--- src/rtl/ifft_frame_ctrl.sv ---
// IFFT wrapper around a forward FFT core: conj in, conj out, >>> OUT_SHIFT scaling; 1-cycle load latency, output valid 1 cycle after fft_done.
// Input stalls (s_ready=0) from the last bin until the drain completes; the output register holds while m_valid & !m_ready. Optional cyclic prefix: IFFT_CP_INSERT_EN.
module ifft_frame_ctrl #(
    parameter int N_PTS        = 64,
    parameter int LOG2N        = 6,
    parameter int DW           = 16,
    parameter int OUT_SHIFT    = 6,
    parameter int DONE_TIMEOUT = 1024,
    parameter int CP_LEN       = 16
) (
    input  logic             clk,
    input  logic             rst,
    input  logic             s_valid,
    output logic             s_ready,
    input  logic [DW-1:0]    s_re,
    input  logic [DW-1:0]    s_im,
    output logic             fft_load_valid,
    output logic [DW-1:0]    fft_load_re,
    output logic [DW-1:0]    fft_load_im,
    input  logic             fft_done,
    output logic [LOG2N-1:0] fft_read_addr,
    input  logic [DW-1:0]    fft_read_re,
    input  logic [DW-1:0]    fft_read_im,
    output logic             m_valid,
    input  logic             m_ready,
    output logic [DW-1:0]    m_re,
    output logic [DW-1:0]    m_im,
    output logic             m_last,
    output logic             o_busy,
    output logic             o_timeout_err
);

    localparam logic [1:0] ST_LOAD  = 2'd0;
    localparam logic [1:0] ST_WAIT  = 2'd1;
    localparam logic [1:0] ST_DRAIN = 2'd2;

`ifdef IFFT_CP_INSERT_EN
    localparam int CP_EN = 1;
`else
    localparam int CP_EN = 0;
`endif
    localparam int CP_OFF = (CP_EN != 0) ? CP_LEN : 0;
    localparam int RD_W   = LOG2N + CP_EN;
    localparam int N_OUT  = N_PTS + CP_OFF;
    localparam int TO_W   = $clog2(DONE_TIMEOUT);

    localparam logic [LOG2N-1:0] BIN_LAST = LOG2N'(N_PTS - 1);
    localparam logic [RD_W-1:0]  RD_LAST  = RD_W'(N_OUT - 1);
    localparam logic [TO_W-1:0]  TO_LAST  = TO_W'(DONE_TIMEOUT - 1);

    function automatic logic signed [DW-1:0] neg_sat(input logic signed [DW-1:0] v);
        logic signed [DW-1:0] r;
        if (v == {1'b1, {(DW-1){1'b0}}})
            r = {1'b0, {(DW-1){1'b1}}};
        else
            r = -v;
        return r;
    endfunction

    logic [1:0]       state;
    logic [LOG2N-1:0] bin_cnt;
    logic [TO_W-1:0]  to_cnt;
    logic [RD_W-1:0]  rd_cnt;

    logic                 s_fire;
    logic                 issue;
    logic signed [DW-1:0] rd_re_s;
    logic signed [DW-1:0] rd_im_neg;

    assign s_fire    = s_valid && s_ready;
    assign rd_re_s   = $signed(fft_read_re);
    assign rd_im_neg = neg_sat(fft_read_im);
    assign o_busy    = (state != ST_LOAD);

    // With N_PTS a power of two, (rd_cnt - CP_OFF) mod N_PTS walks the prefix
    // tail first and then the whole frame; without the prefix it is just rd_cnt.
    assign fft_read_addr = LOG2N'(rd_cnt - RD_W'(CP_OFF));

    // The first sample is captured on the done edge itself so m_valid follows
    // fft_done by one cycle; afterwards refill whenever the register drains.
    assign issue = ((state == ST_WAIT) && fft_done) ||
                   ((state == ST_DRAIN) && (!m_valid || (m_ready && !m_last)));

    always_ff @(posedge clk) begin
        if (rst) begin
            state          <= ST_LOAD;
            bin_cnt        <= '0;
            to_cnt         <= '0;
            rd_cnt         <= '0;
            s_ready        <= 1'b0;
            fft_load_valid <= 1'b0;
            fft_load_re    <= '0;
            fft_load_im    <= '0;
            m_valid        <= 1'b0;
            m_re           <= '0;
            m_im           <= '0;
            m_last         <= 1'b0;
            o_timeout_err  <= 1'b0;
        end else begin
            fft_load_valid <= 1'b0;
            case (state)
                ST_LOAD: begin
                    s_ready <= 1'b1;
                    if (s_fire) begin
                        fft_load_valid <= 1'b1;
                        fft_load_re    <= s_re;
                        fft_load_im    <= neg_sat(s_im);
                        if (bin_cnt == BIN_LAST) begin
                            state   <= ST_WAIT;
                            s_ready <= 1'b0;
                            bin_cnt <= '0;
                            to_cnt  <= '0;
                        end else begin
                            bin_cnt <= bin_cnt + 1'b1;
                        end
                    end
                end
                ST_WAIT: begin
                    if (fft_done) begin
                        state <= ST_DRAIN;
                    end else if (to_cnt == TO_LAST) begin
                        state         <= ST_LOAD;
                        s_ready       <= 1'b1;
                        o_timeout_err <= 1'b1;
                        to_cnt        <= '0;
                    end else begin
                        to_cnt <= to_cnt + 1'b1;
                    end
                end
                ST_DRAIN: begin
                    if (m_valid && m_ready && m_last) begin
                        state   <= ST_LOAD;
                        s_ready <= 1'b1;
                        m_valid <= 1'b0;
                        m_last  <= 1'b0;
                        rd_cnt  <= '0;
                    end
                end
                default: state <= ST_LOAD;
            endcase

            if (issue) begin
                m_valid <= 1'b1;
                m_re    <= rd_re_s >>> OUT_SHIFT;
                m_im    <= rd_im_neg >>> OUT_SHIFT;
                m_last  <= (rd_cnt == RD_LAST);
                rd_cnt  <= rd_cnt + 1'b1;
            end
        end
    end

endmodule

--- config.mk ---
export PLATFORM = sky130hd
export DESIGN_NAME = ifft_frame_ctrl
export DESIGN_NICKNAME = d
export VERILOG_FILES = /design/src/rtl/ifft_frame_ctrl.sv
export SDC_FILE = /design/constraint.sdc
export NUM_CORES = 1
export LEC_CHECK = 0
export ABC_AREA = 0
export ABC_CLOCK_PERIOD_IN_PS = 3230
export BUFFER_PORTS_ARGS = -buffer_cell sky130_fd_sc_hd__buf_2
export CAP_MARGIN = 20
export CORE_MARGIN = 4
export CORE_UTILIZATION = 50
export DETAILED_ROUTE_END_ITERATION = 7
export PLACE_DENSITY = 0.81
export SLEW_MARGIN = 5
export SYNTH_ARGS = -nofsm -noshare
export SYNTH_HDL_FRONTEND = slang
export SYNTH_SLANG_ARGS = --single-unit
export TNS_END_PERCENT = 30
--- constraint.sdc ---
create_clock -name clk -period 3.23 [get_ports clk]
set_clock_uncertainty 0.15 [all_clocks]
set_input_delay 0.646 -clock clk [delete_from_list [all_inputs] [get_ports clk]]
set_output_delay 0.646 -clock clk [all_outputs]
set_load 0.05 [all_outputs]
* Word level (Yosys, flattened, before mapping)
Index checks and enable logic that the tools add are counted.
** Operators by class
- $add $sub $neg :: 5
- Reduce and logical (&&, ||, !) cells :: 23
- Mux-type cells :: 28
- Eq/ne operators :: 13
- Bitwise gates (word level) :: 2
** Operator list (number)
- 10-bit 2-to-1 mux :: 4
- 16-bit == test, second input constant :: 2
- 16-bit 2-to-1 mux :: 2
- 16-bit negation :: 2
- 6-bit 2-to-1 mux :: 4
- 10-bit case mux with 2 select lines :: 1
- 6-bit by 1-bit adder with 6-bit output, second input constant :: 2
- 6-bit == test, second input constant :: 2
- 4-bit AND reduction :: 3
- 10-bit by 1-bit adder with 10-bit output, second input constant :: 1
- 10-bit == test, second input constant :: 1
- 1-bit 2-to-1 mux :: 10
- 2-bit 2-to-1 mux :: 5
- 2-bit nonzero test :: 4
- 1-bit logical AND :: 6
- 2-bit inequality test, second input constant :: 3
- 2-bit case mux with 3 select lines :: 1
- 2-bit by 1-bit inequality test with 1-bit output, second input constant :: 2
- 2-bit AND reduction :: 2
- 3-bit by 2-bit inequality test with 1-bit output, second input constant :: 1
- 1-bit case mux with 3 select lines :: 1
- 3-bit AND reduction :: 1
- 3-bit nonzero test :: 1
- 2-bit by 1-bit == test with 1-bit output, second input constant :: 1
- 6 further kinds :: 9
** Storage, ports and cells
- Bits in registers :: 81
- Input bits :: 69
- Output and inout port bits :: 76
- Logic and storage cells :: 84

* Logic depth before layout (Yosys ltp)
Gate-level depths: netlist of the first run.
- Depth after elaboration :: 7
- Gate-level depth with buffers :: 8
- Gate-level depth less buffers :: 7

* Least setup slack after synthesis of the first run
Ideal clock, no wire load.
- Path kind :: input -> register
- Start :: input s_im[0]
- End :: register fft_load_im[12]
- Data arrival time :: 2.104 ns
- Cell stages on the path :: 8
- Path slack :: 0.836 ns
- Buffers on the path :: 1
- Required time :: 2.940 ns
- Setup time :: 0.140 ns
- Cell sequence :: inv_1 -> ha_1 -> or4b_1 -> clkbuf_1 -> nor3_1 -> nand2_1 -> a2111oi_0 -> a311oi_1
** On the way
- Cells in the longest elaborated chain, start to end :: 2
- Elaborated cells between the ends (all ways) :: 3
- Those cells by class :: 1 x add/sub; 1 x eq/ne; 1 x mux
** Ends and longest elaborated chain
- from (decl) :: RTL line 16 : input logic [DW-1:0] s_im,
- 16-bit negation / 16-bit == test (equally long branches) :: RTL line 56, 53
- 16-bit 2-to-1 mux * :: RTL line 53 : if (v == {1'b1, {(DW-1){1'b0}}})
- to (signal assigned) :: RTL line 107 : fft_load_im <= neg_sat(s_im);
- to (decl) :: RTL line 19 : output logic [DW-1:0] fft_load_im,
Every way passes the cells marked *; elsewhere a longest branch is shown, timed or not.
A chain may end at the register's enable or synchronous reset.

* Final worst setup path of the first run
- Start :: input s_im[0]
- End :: register fft_load_im[0]
Same word-level chain as after synthesis.

==> results of run 1 <==
-- flip-flops by register name, indices dropped and copies added (netlist names) --
signal          flops
bin_cnt             6
o_timeout_err       1
fft_load_valid      1
m_last              1
m_re               10
rd_cnt              6
fft_load_re        16
fft_load_im        16
to_cnt             10
m_valid             1
s_ready             1
m_im               10
state               2
-- area by class of cell --
class | count | area share
multi-input cells | 340 | 0.425
flip-flops and latches | 81 | 0.344
repair buffers | 146 | 0.159
clock buffers | 13 | 0.0358
well taps | 99 | 0.0263
inverters | 9 | 0.00716
clock inverters | 2 | 0.00265
-- critical path, cell delays in order --
cell and delay, ps:
buf_2 110, inv_1 70, ha_1 200, or4b_1 620, nor3_2 160, a31oi_1 250
buf_4 280, a211oi_1 240
-- worst max path at each step --
| stage | from | to | cells after the start |
|---|---|---|---|
| 6_report | s_im[0] | fft_load_im[0] | 8 |
| 5_1_grt | s_im[0] | fft_load_im[1] | 8 |
| 4_1_cts | s_im[0] | fft_load_im[0] | 8 |
| 3_5_place_dp | s_im[0] | fft_load_im[0] | 8 |
| 3_3_place_gp | s_im[0] | fft_load_im[0] | 8 |
| 2_1_floorplan | s_im[0] | fft_load_im[12] | 8 |
-- cells in the final DEF, fill, tap and decap left out, types with 2 or more instances in the layout --
cell and count:
or2_1 2, or3_1 4, nor3_1 11, nand3_1 12
xor2_1 21, o21bai_1 2, and2_1 3, a211oi_1 10
buf_4 8, nor4_1 7, a211oi_2 10, buf_2 138
a32o_1 2, dfxtp_1 81, and3_1 5, a311oi_1 3
a2111oi_0 2, o31ai_1 3, nand4_1 9, nand2_1 79
nand2b_1 2, inv_1 9, nor2b_1 3, xnor2_1 5
a31oi_1 4, o21ai_0 6, nand3b_1 2, mux2i_1 2
clkbuf_8 12, ha_1 8, a21oi_1 39, or4_1 5
o21a_1 2, nor2_1 56
-- cell usage after synthesis (all sizes together), types with 2 or more instances --
cell     number
a2111oi       2
a311oi        3
nor2         56
nand4         9
o21ai         8
nand3b        2
a31oi         4
and2          3
mux2i         2
xnor2         5
or3           4
clkbuf       19
nand2        79
a32o          2
or4           6
nor3         12
and3          5
inv           9
o31ai         3
o21a          2
o21bai        2
ha            8
nor2b         3
nor4          9
nand3        12
buf          16
dfxtp        81
a21oi        39
a211oi       20
nand2b        2
xor2         21
or2           3
-- per-stage QoR --
stage	power (mW)	instances	setup WS, ps
final	1.97	690	772
after global routing	2.05	690	630
after CTS	1.99	690	776
after detailed placement	1.32	675	406
after global placement	1.31	675	513
after floorplan	1.22	465	836
-- layer usage --
layer / vias to the layer above / track usage / part of all wire
met5: - / 0 / 0
li1: 1858 / - / -
met1: 1676 / 0.227 / 0.42
met4: 0 / 0.0960 / 0.016
met2: 137 / 0.349 / 0.47
met3: 14 / 0.0524 / 0.088
-- power by group --
part           switching [mW]  internal (mW)
Sequential             0.0132           1.02
Combinational           0.177         0.0795
Clock                   0.337          0.337
-- logic make-up (layout without fill, tap and decap cells) --
kind of cell,after synthesis,in the layout
mux,2,2
xor+xnor,26,26
simple gates,209,209
buf+inv,44,170
fa+ha+maj,8,8
flops,81,81
compound gates,95,95
==> run_results.csv, run 1 <==
group,metric,value,unit
synth,yosys.area_share.simple,0.258,
sta,rsz0062_at_grt,"false",
critical_path,start_kind,"input port",
place,placed_area,4540,um2
synth,synth_compound_area_frac,0.172,
synth,ys_top_cells_by_area,"dfxtp_1 (42%), nand2_1 (7.7%), nor2_1 (5.5%)",
route,drt_iter0_markers,150,
synth,synth_enable_flop_cells,0,
synth,yosysUniqueCellTypes,56,
critical_path,r2r_setup_slack,860,ps
floorplanning,die_w,95.8,um
synth,netlist.area_leader.share,0.421,
global_route,antenna_found_initial,0,
critical_path,critPathArrivalTime,2570,ps
route,via_count,3685,
route,drc_errors,0,
min_path,worstHoldEndpoint,"m_re[3]",
finish,fin_area,4720,um2
clock_network,clockBufferDepth,2,
flow_run,drv_cap,0,
synth,synth_nets,542,
finish,regArea,1620,um2
clock_network,clkTransAtPathRegs,70,ps
clock_network,cts_tree,"built",
global_route,overflow,0,
power,leakage,2.05,nW
route,wire_per_inst,13.3,um
critical_path,r2r-end,"rd_cnt[2]",
power,ir_drop,319,uV
sta,setup_violations,0,
clock_network,postCtsSetupBuffers,0,
sta,relSlewSlack,0.453,
synth,seq_area_frac_synth,0.421,
synth,ys.flop_type,"dfxtp_1",
synth,synthCells,465,
synth,synthAdderAreaFrac,0.0260,
sta,hold_viol,0,
place,place_hpwl,6.89,mm
clock_network,cts_root_buf,"clkbuf_8",
synth,ys_ff_latch,81,
floorplanning,start_util,0.523,
finish,fillCellCount,639,
sta,worstMarginPinSlew,820,ps
route,final_antenna_net_count,0,
clock_network,cts_hold_buf,0,
synth,ys_async_sr_fraction,0,
route,routed_wl,9.18,mm
min_path,hp-class,"flip-flop to flip-flop",
finish,nets,664,
global_route,grt_max_degree,45,
sta,setup_tns,0,ps
clock_network,numClockSinks,81,
route,firstDrtPassIters,5,
critical_path,required,3340,ps
min_path,min_delay_path_depth,2,
critical_path,crit_type,"input port to flip-flop",
min_path,min-delay-start,"m_re[3]",
synth,synth_xor_area_frac,0.0591,
sta,holdWs,302,ps
power,powerDensity,417,nW/um2
synth,netlist_area,3850,um2
synth,muxShareOfSynthArea,0.00520,
global_route,grt_first_pass_wirelength,14.8,mm
floorplanning,core_area,7370,um2
finish,layout-drive-gt1-share,0.298,
finish,multi_input_area,2010,um2
global_route,grt_pass1_vias,3418,
clock_network,cts_buffers,9,
synth,avgSynthCellArea,8.28,um2
global_route,grt_use_total,0.201,
floorplanning,die_h,95.8,um
floorplanning,std_cell_rows,31,
clock_network,cts_htree_levels,3,
critical_path,cp-end-kind,"flip-flop",
critical_path,critPathMaxFanout,10,
clock_network,clock_latency,350,ps
sta,drv_slew,0,
floorplanning,dieArea,9170,um2
clock_network,cts_resized,0,
finish,n_antenna_cell,0,
finish,area_growth,22.4,%
sta,post-route-period-util,0.761,
synth,synth_top_family_by_area,"simple AND/OR/NAND/NOR gates",
sta,fin_crit,2460,ps
route,via_per_inst,5.34,
synth,yosysWarnings,0,
finish,utilization,0.640,
critical_path,r2r_start,"state[1]",
sta,max_freq,407,MHz
place,gp_congestion,0.857,
synth,synth.largest_area_cell,"dfxtp_1",
outcome,status,"finished, final reports clean",
place,io_buffers,138,
floorplanning,io_pins,145,
critical_path,r2r_cells,7,
No activity file was read; power rests on OpenSTA's default activity.
==> run 2, diff against run 1 <==
- ABC_AREA: 0 -> 1
- ABC_CLOCK_PERIOD_IN_PS: 3230 -> 2550
- PLACE_DENSITY: 0.81 -> 0.8
- clock period: 3.23 -> 2.55 ns (I/O delays scaled with it)
==> run 2 against run 1 <==
Non-clock buffer count is 2 lower. Largest power group unchanged. Area after synthesis rose by 6.9%. Critical path depth decreased by 4. Clock-buffer cell count down 4. Setup slack got worse by 350 ps. Sequential share of layout area is 1.9 points lower. Highest routed layer unchanged. Sequential power increased by 27%. Register-to-register slack got worse by 370 ps. Routed wire length increased by 9.6%. Via count is 11% higher. Sequential cell count unchanged.
==> run_results.csv, run 2 <==
group,metric,value,unit
floorplanning,std_cell_rows,32,
critical_path,start_kind,"flip-flop",
sta,drv_slew,0,
route,firstDrtPassIters,4,
finish,top_regs,"fft_load_im: 16 flops, fft_load_re: 16 flops",
clock_network,cts_tree,"built",
floorplanning,core_area,7850,um2
sta,hold_viol,0,
clock_network,clockBufferDepth,2,
floorplanning,dieArea,9750,um2
outcome,status,"finished, final reports clean",
clock_network,cts_hold_buf,0,
critical_path,crit_chain,"inv_1 -> ha_1 -> inv_2 -> buf_2",
critical_path,cp_slowest_stage_delay,380,ps
floorplanning,start_util,0.525,
power,powerDensity,527,nW/um2
flow_run,drv_cap,0,
finish,fillCellCount,735,
route,routed_wl,10.1,mm
global_route,grt_use_total,0.203,
floorplanning,die_h,98.8,um
finish,n_antenna_cell,0,
route,final_antenna_net_count,0,
synth,netlist.area_leader.share,0.394,
clock_network,postCtsSetupBuffers,0,
synth,ys_top_cells_by_area,"dfxtp_1 (39%), nor2_1 (11%), nand2_1 (9.3%)",
place,gp_congestion,0.914,
critical_path,cp-end-kind,"output pin",
place,place_hpwl,7.56,mm
global_route,grt_pass1_vias,3865,
critical_path,crit_family,"buffers and inverters",
critical_path,crit_buf_inv,3,
synth,synth_enable_flop_cells,0,
finish,mostFrequentLayoutCells,"buf_2 (138), nor2_1 (126), nand2_1 (102)",
sta,setup_tns,0,ps
floorplanning,die_w,98.8,um
sta,max_freq,469,MHz
clock_network,clock_latency,340,ps
critical_path,cp_slowest_cell,"dfxtp_1",
clock_network,numClockSinks,81,
route,via_count,4093,
clock_network,cts_htree_levels,3,
critical_path,required,1890,ps
global_route,grt_max_degree,46,
global_route,overflow,0,
finish,final_common_cell,"buf_2",
synth,seq_area_frac_synth,0.394,
floorplanning,io_pins,145,
sta,relSlewSlack,0.714,
min_path,hp-class,"input port to flip-flop",
synth,netlist_area,4120,um2
synth,avgSynthCellArea,6.98,um2
sta,setup_violations,0,
synth,synthCells,590,
route,drt_iter0_markers,145,
sta,worstMarginPinSlew,428,ps
finish,nets,791,
synth,ys_async_sr_fraction,0,
sta,fin_crit,2130,ps
global_route,antenna_found_initial,0,
synth,yosysWarnings,0,
power,leakage,2.60,nW
power,ir_drop,524,uV
clock_network,cts_resized,0,
finish,area_growth,21.2,%
sta,holdWs,237,ps
global_route,grt_first_pass_wirelength,16.8,mm
sta,post-route-period-util,0.836,
synth,ys.flop_type,"dfxtp_1",
route,via_per_inst,4.99,
synth,synth.largest_area_cell,"dfxtp_1",
synth,synth_commonest_cells,"nor2_1 (126), nand2_1 (102), dfxtp_1 (81)",
critical_path,critPathMaxFanout,4,
place,io_buffers,138,
sta,rsz0062_at_grt,"false",
critical_path,crit_type,"flip-flop to output pin",
route,wire_per_inst,12.3,um
clock_network,cts_buffers,9,
finish,layout-drive-gt1-share,0.266,
critical_path,critPathArrivalTime,1470,ps
synth,synth_nets,667,
clock_network,cts_root_buf,"clkbuf_8",
route,drc_errors,0,
synth,yosysUniqueCellTypes,39,
clock_network,clkTransAtPathRegs,90,ps
synth,synth_most_common_cell,"nor2_1",
synth,ys_ff_latch,81,
==> run 2: logic make-up (layout without fill, tap and decap cells) <==
group | after synthesis | after routing | synth area share
compound gates | 104 | 104 | 0.139
xor+xnor | 15 | 15 | 0.0319
fa+ha+maj | 8 | 8 | 0.0243
buf+inv | 91 | 220 | 0.106
flops | 81 | 81 | 0.394
simple gates | 291 | 291 | 0.305
==> run 2: worst register-to-register path, stage by stage, from the launching register on <==
cell	delay, ps
dfxtp_1	340
inv_1	110
ha_1	280
inv_2	90
nor2_4	370
inv_4	200
o21ai_2	240
a21oi_1	60
o21a_1	100
==> run 2: final timing paths <==
| check | from | to | slack [ps] | cells past startpoint |
|---|---|---|---|---|
| worst max register to register | state[0] | bin_cnt[3] | 490 | 8 |
| worst max-delay path | state[0] | o_busy | 420 | 4 |
| worst min register to register | o_timeout_err | o_timeout_err | 340 | 2 |
| worst min-delay path | fft_read_re[14] | m_re[8] | 240 | 3 |
==> run 2: through the flow <==
| stage | power (mW) | worst slack [ps] | util | cells | cell area [um2] |
|---|---|---|---|---|---|
| 2_1_floorplan | 1.59 | 786 | - | 590 | 4120 |
| 3_3_place_gp | 1.71 | 562 | 0.610 | 805 | 4790 |
| 3_5_place_dp | 1.71 | 517 | 0.610 | 805 | 4790 |
| 4_1_cts | 2.66 | 412 | 0.636 | 821 | 4990 |
| 5_1_grt | 2.76 | 328 | 0.636 | 821 | 4990 |
| 6_report | 2.63 | 419 | 0.636 | 821 | 4990 |
==> run 2: report_power, final <==
part	internal [mW]	switching (mW)	leakage, nW	total [mW]
registers	1.30	0.0178	0.659	1.32
logic	0.109	0.257	1.84	0.367
clock network	0.461	0.482	0.100	0.944
total	1.87	0.758	2.60	2.63
==> run 2: metal layers <==
layer  routed length (um)  global-route usage  vias to the layer above
met1                 4340               0.248                     1855
met4                  102              0.0578                        0
met3                  604              0.0524                       11
met5                    0                   0                        -
met2                 5010               0.353                      114
li1                     -                   -                     2113
==> run 2: area by class of cell <==
class	instances	area, um2	share of cell area
clock buffers	9	124	0.0248
clock inverters	7	77.6	0.0155
inverters	60	233	0.0466
multi-input cells	418	2060	0.413
flip-flops and latches	81	1620	0.325
well taps	102	128	0.0256
repair buffers	144	748	0.150
==> run 3, diff against run 2 <==
- ABC_CLOCK_PERIOD_IN_PS: 2550 -> 2000
- clock period: 2.55 -> 2 ns (I/O delays scaled with it)
==> run 3 against run 2 <==
Routed wire length down 1.8%. Setup slack worse by 290 ps. Die area unchanged. Critical endpoint unchanged.
==> run_results.csv, run 3 (synthesized netlist as in run 2, its figures left out) <==
group,metric,value,unit
critical_path,critPathMaxFanout,4,
min_path,hp-class,"input port to flip-flop",
critical_path,r2r-end,"m_im[1]",
route,wire_per_inst,12.0,um
floorplanning,core_area,7850,um2
floorplanning,die_w,98.8,um
power,ir_drop,541,uV
finish,nets,791,
flow_run,drv_cap,0,
finish,top_regs,"fft_load_im: 16 flops, fft_load_re: 16 flops",
sta,fin_crit,1870,ps
clock_network,clkTransAtPathRegs,90,ps
critical_path,critPathArrivalTime,1320,ps
floorplanning,die_h,98.8,um
clock_network,cts_tree,"built",
finish,final_common_cell,"buf_2",
clock_network,postCtsSetupBuffers,0,
critical_path,cp-end-kind,"output pin",
sta,holdWs,119,ps
clock_network,clock_latency,350,ps
place,placed_area,4800,um2
global_route,overflow,0,
clock_network,cts_root_buf,"clkbuf_8",
sta,setup_tns,0,ps
power,leakage,2.62,nW
place,place_ws,190,ps
place,place_hpwl,7.31,mm
sta,drv_slew,0,
route,final_antenna_net_count,0,
place,gp_congestion,0.918,
finish,layout-drive-gt1-share,0.268,
power,design_power_total,3.44,mW
clock_network,cts_htree_levels,3,
route,drc_errors,0,
critical_path,r2r_cells,8,
sta,max_freq,535,MHz
finish,area_growth,22.0,%
sta,hold_viol,0,
sta,worstMarginPinSlew,439,ps
global_route,grtUsageMet1,0.233,
min_path,min_delay_path_depth,3,
route,firstDrtPassIters,5,
route,via_per_inst,4.92,
place,place_inst,805,
finish,utilization,0.640,
global_route,grt_use_total,0.199,
critical_path,r2r_start,"state[0]",
clock_network,cts_hold_buf,0,
global_route,grt_pass1_vias,3795,
global_route,grt_max_degree,58,
finish,fin_area,5020,um2
sta,rsz0062_at_grt,"false",
outcome,status,"finished, final reports clean",
sta,post-route-period-util,0.935,
min_path,min-delay-start,"fft_read_re[11]",
sta,setup_slack,130,ps
clock_network,cts_buffers,9,
floorplanning,io_pins,145,
global_route,grtUsageMet3,0.0587,
critical_path,r2r_setup_slack,190,ps
finish,fin_cells,821,
min_path,worstHoldEndpoint,"m_re[5]",
sta,setup_violations,0,
critical_path,start_kind,"flip-flop",
finish,n_antenna_cell,0,
global_route,top_usage_layer,"met2",
global_route,antenna_found_initial,0,
floorplanning,std_cell_rows,32,
sta,relSlewSlack,0.705,
critical_path,crit_type,"flip-flop to output pin",
global_route,met2_usage,0.353,
route,drt_iter0_markers,159,
route,routed_wl,9.88,mm
clock_network,numClockSinks,81,
floorplanning,dieArea,9750,um2
critical_path,required,1450,ps
floorplanning,start_util,0.525,
clock_network,clockBufferDepth,2,
global_route,grt_first_pass_wirelength,16.4,mm
route,via_count,4040,
place,io_buffers,138,
finish,mostFrequentLayoutCells,"buf_2 (137), nor2_1 (126), nand2_1 (102)",
power,powerDensity,685,nW/um2
[run 3: changes by cell type in the layout (fill, tap and decap cells not counted)]
cell	before	now
dfxtp_2	0	1
clkinvlp_4	1	0
buf_2	138	137
ha_1	8	7
dfxtp_1	81	80
clkinv_2	1	3
buf_12	1	2
bufinv_16	1	2
clkinv_4	2	1
inv_6	3	2
ha_2	0	1
[run 3: worst max-delay path by stage]
stage | from | endpoint | slack (ps) | cells past startpoint
after floorplan | state[0] | fft_load_im[15] | 240 | 11
after detailed placement | state[0] | bin_cnt[4] | 190 | 8
after global placement | s_im[0] | fft_load_im[14] | 220 | 10
after CTS | state[1] | o_busy | 30 | 4
final | state[0] | o_busy | 130 | 4
after global routing | to_cnt[0] | to_cnt[9] | 20 | 10
[run 3: layout make-up]
cell class                      instances  area [um2]
Inverter                               60         233
Multi-Input combinational cell        418        2060
Clock inverter                          7        92.6
Clock buffer                            9         124
Timing Repair Buffer                  144         763
Sequential cell                        81        1620
Fill cell                             740        2820
Tap cell                              102         128
[run 3: layer usage]
metal	up-vias	part of all wire
met5	-	0
met4	0	0.0049
met3	4	0.062
met2	95	0.50
met1	1830	0.43
li1	2111	-
[run 3: power by group]
| part | leakage, nW | internal (mW) | total (mW) | switching [mW] |
|---|---|---|---|---|
| clock network | 0.113 | 0.703 | 1.30 | 0.593 |
| registers | 0.660 | 1.66 | 1.68 | 0.0230 |
| logic | 1.84 | 0.141 | 0.467 | 0.326 |
[run 3: critical path: stages (launching register included)]
cell	delay, ps
dfxtp_1	360
inv_1	90
ha_2	230
inv_2	90
buf_4	200
[run 3: repair_timing]
action,CTS,global route
resized for setup,1,2
endpoints found under the hold margin,0,0
endpoints found under the setup margin,1,1
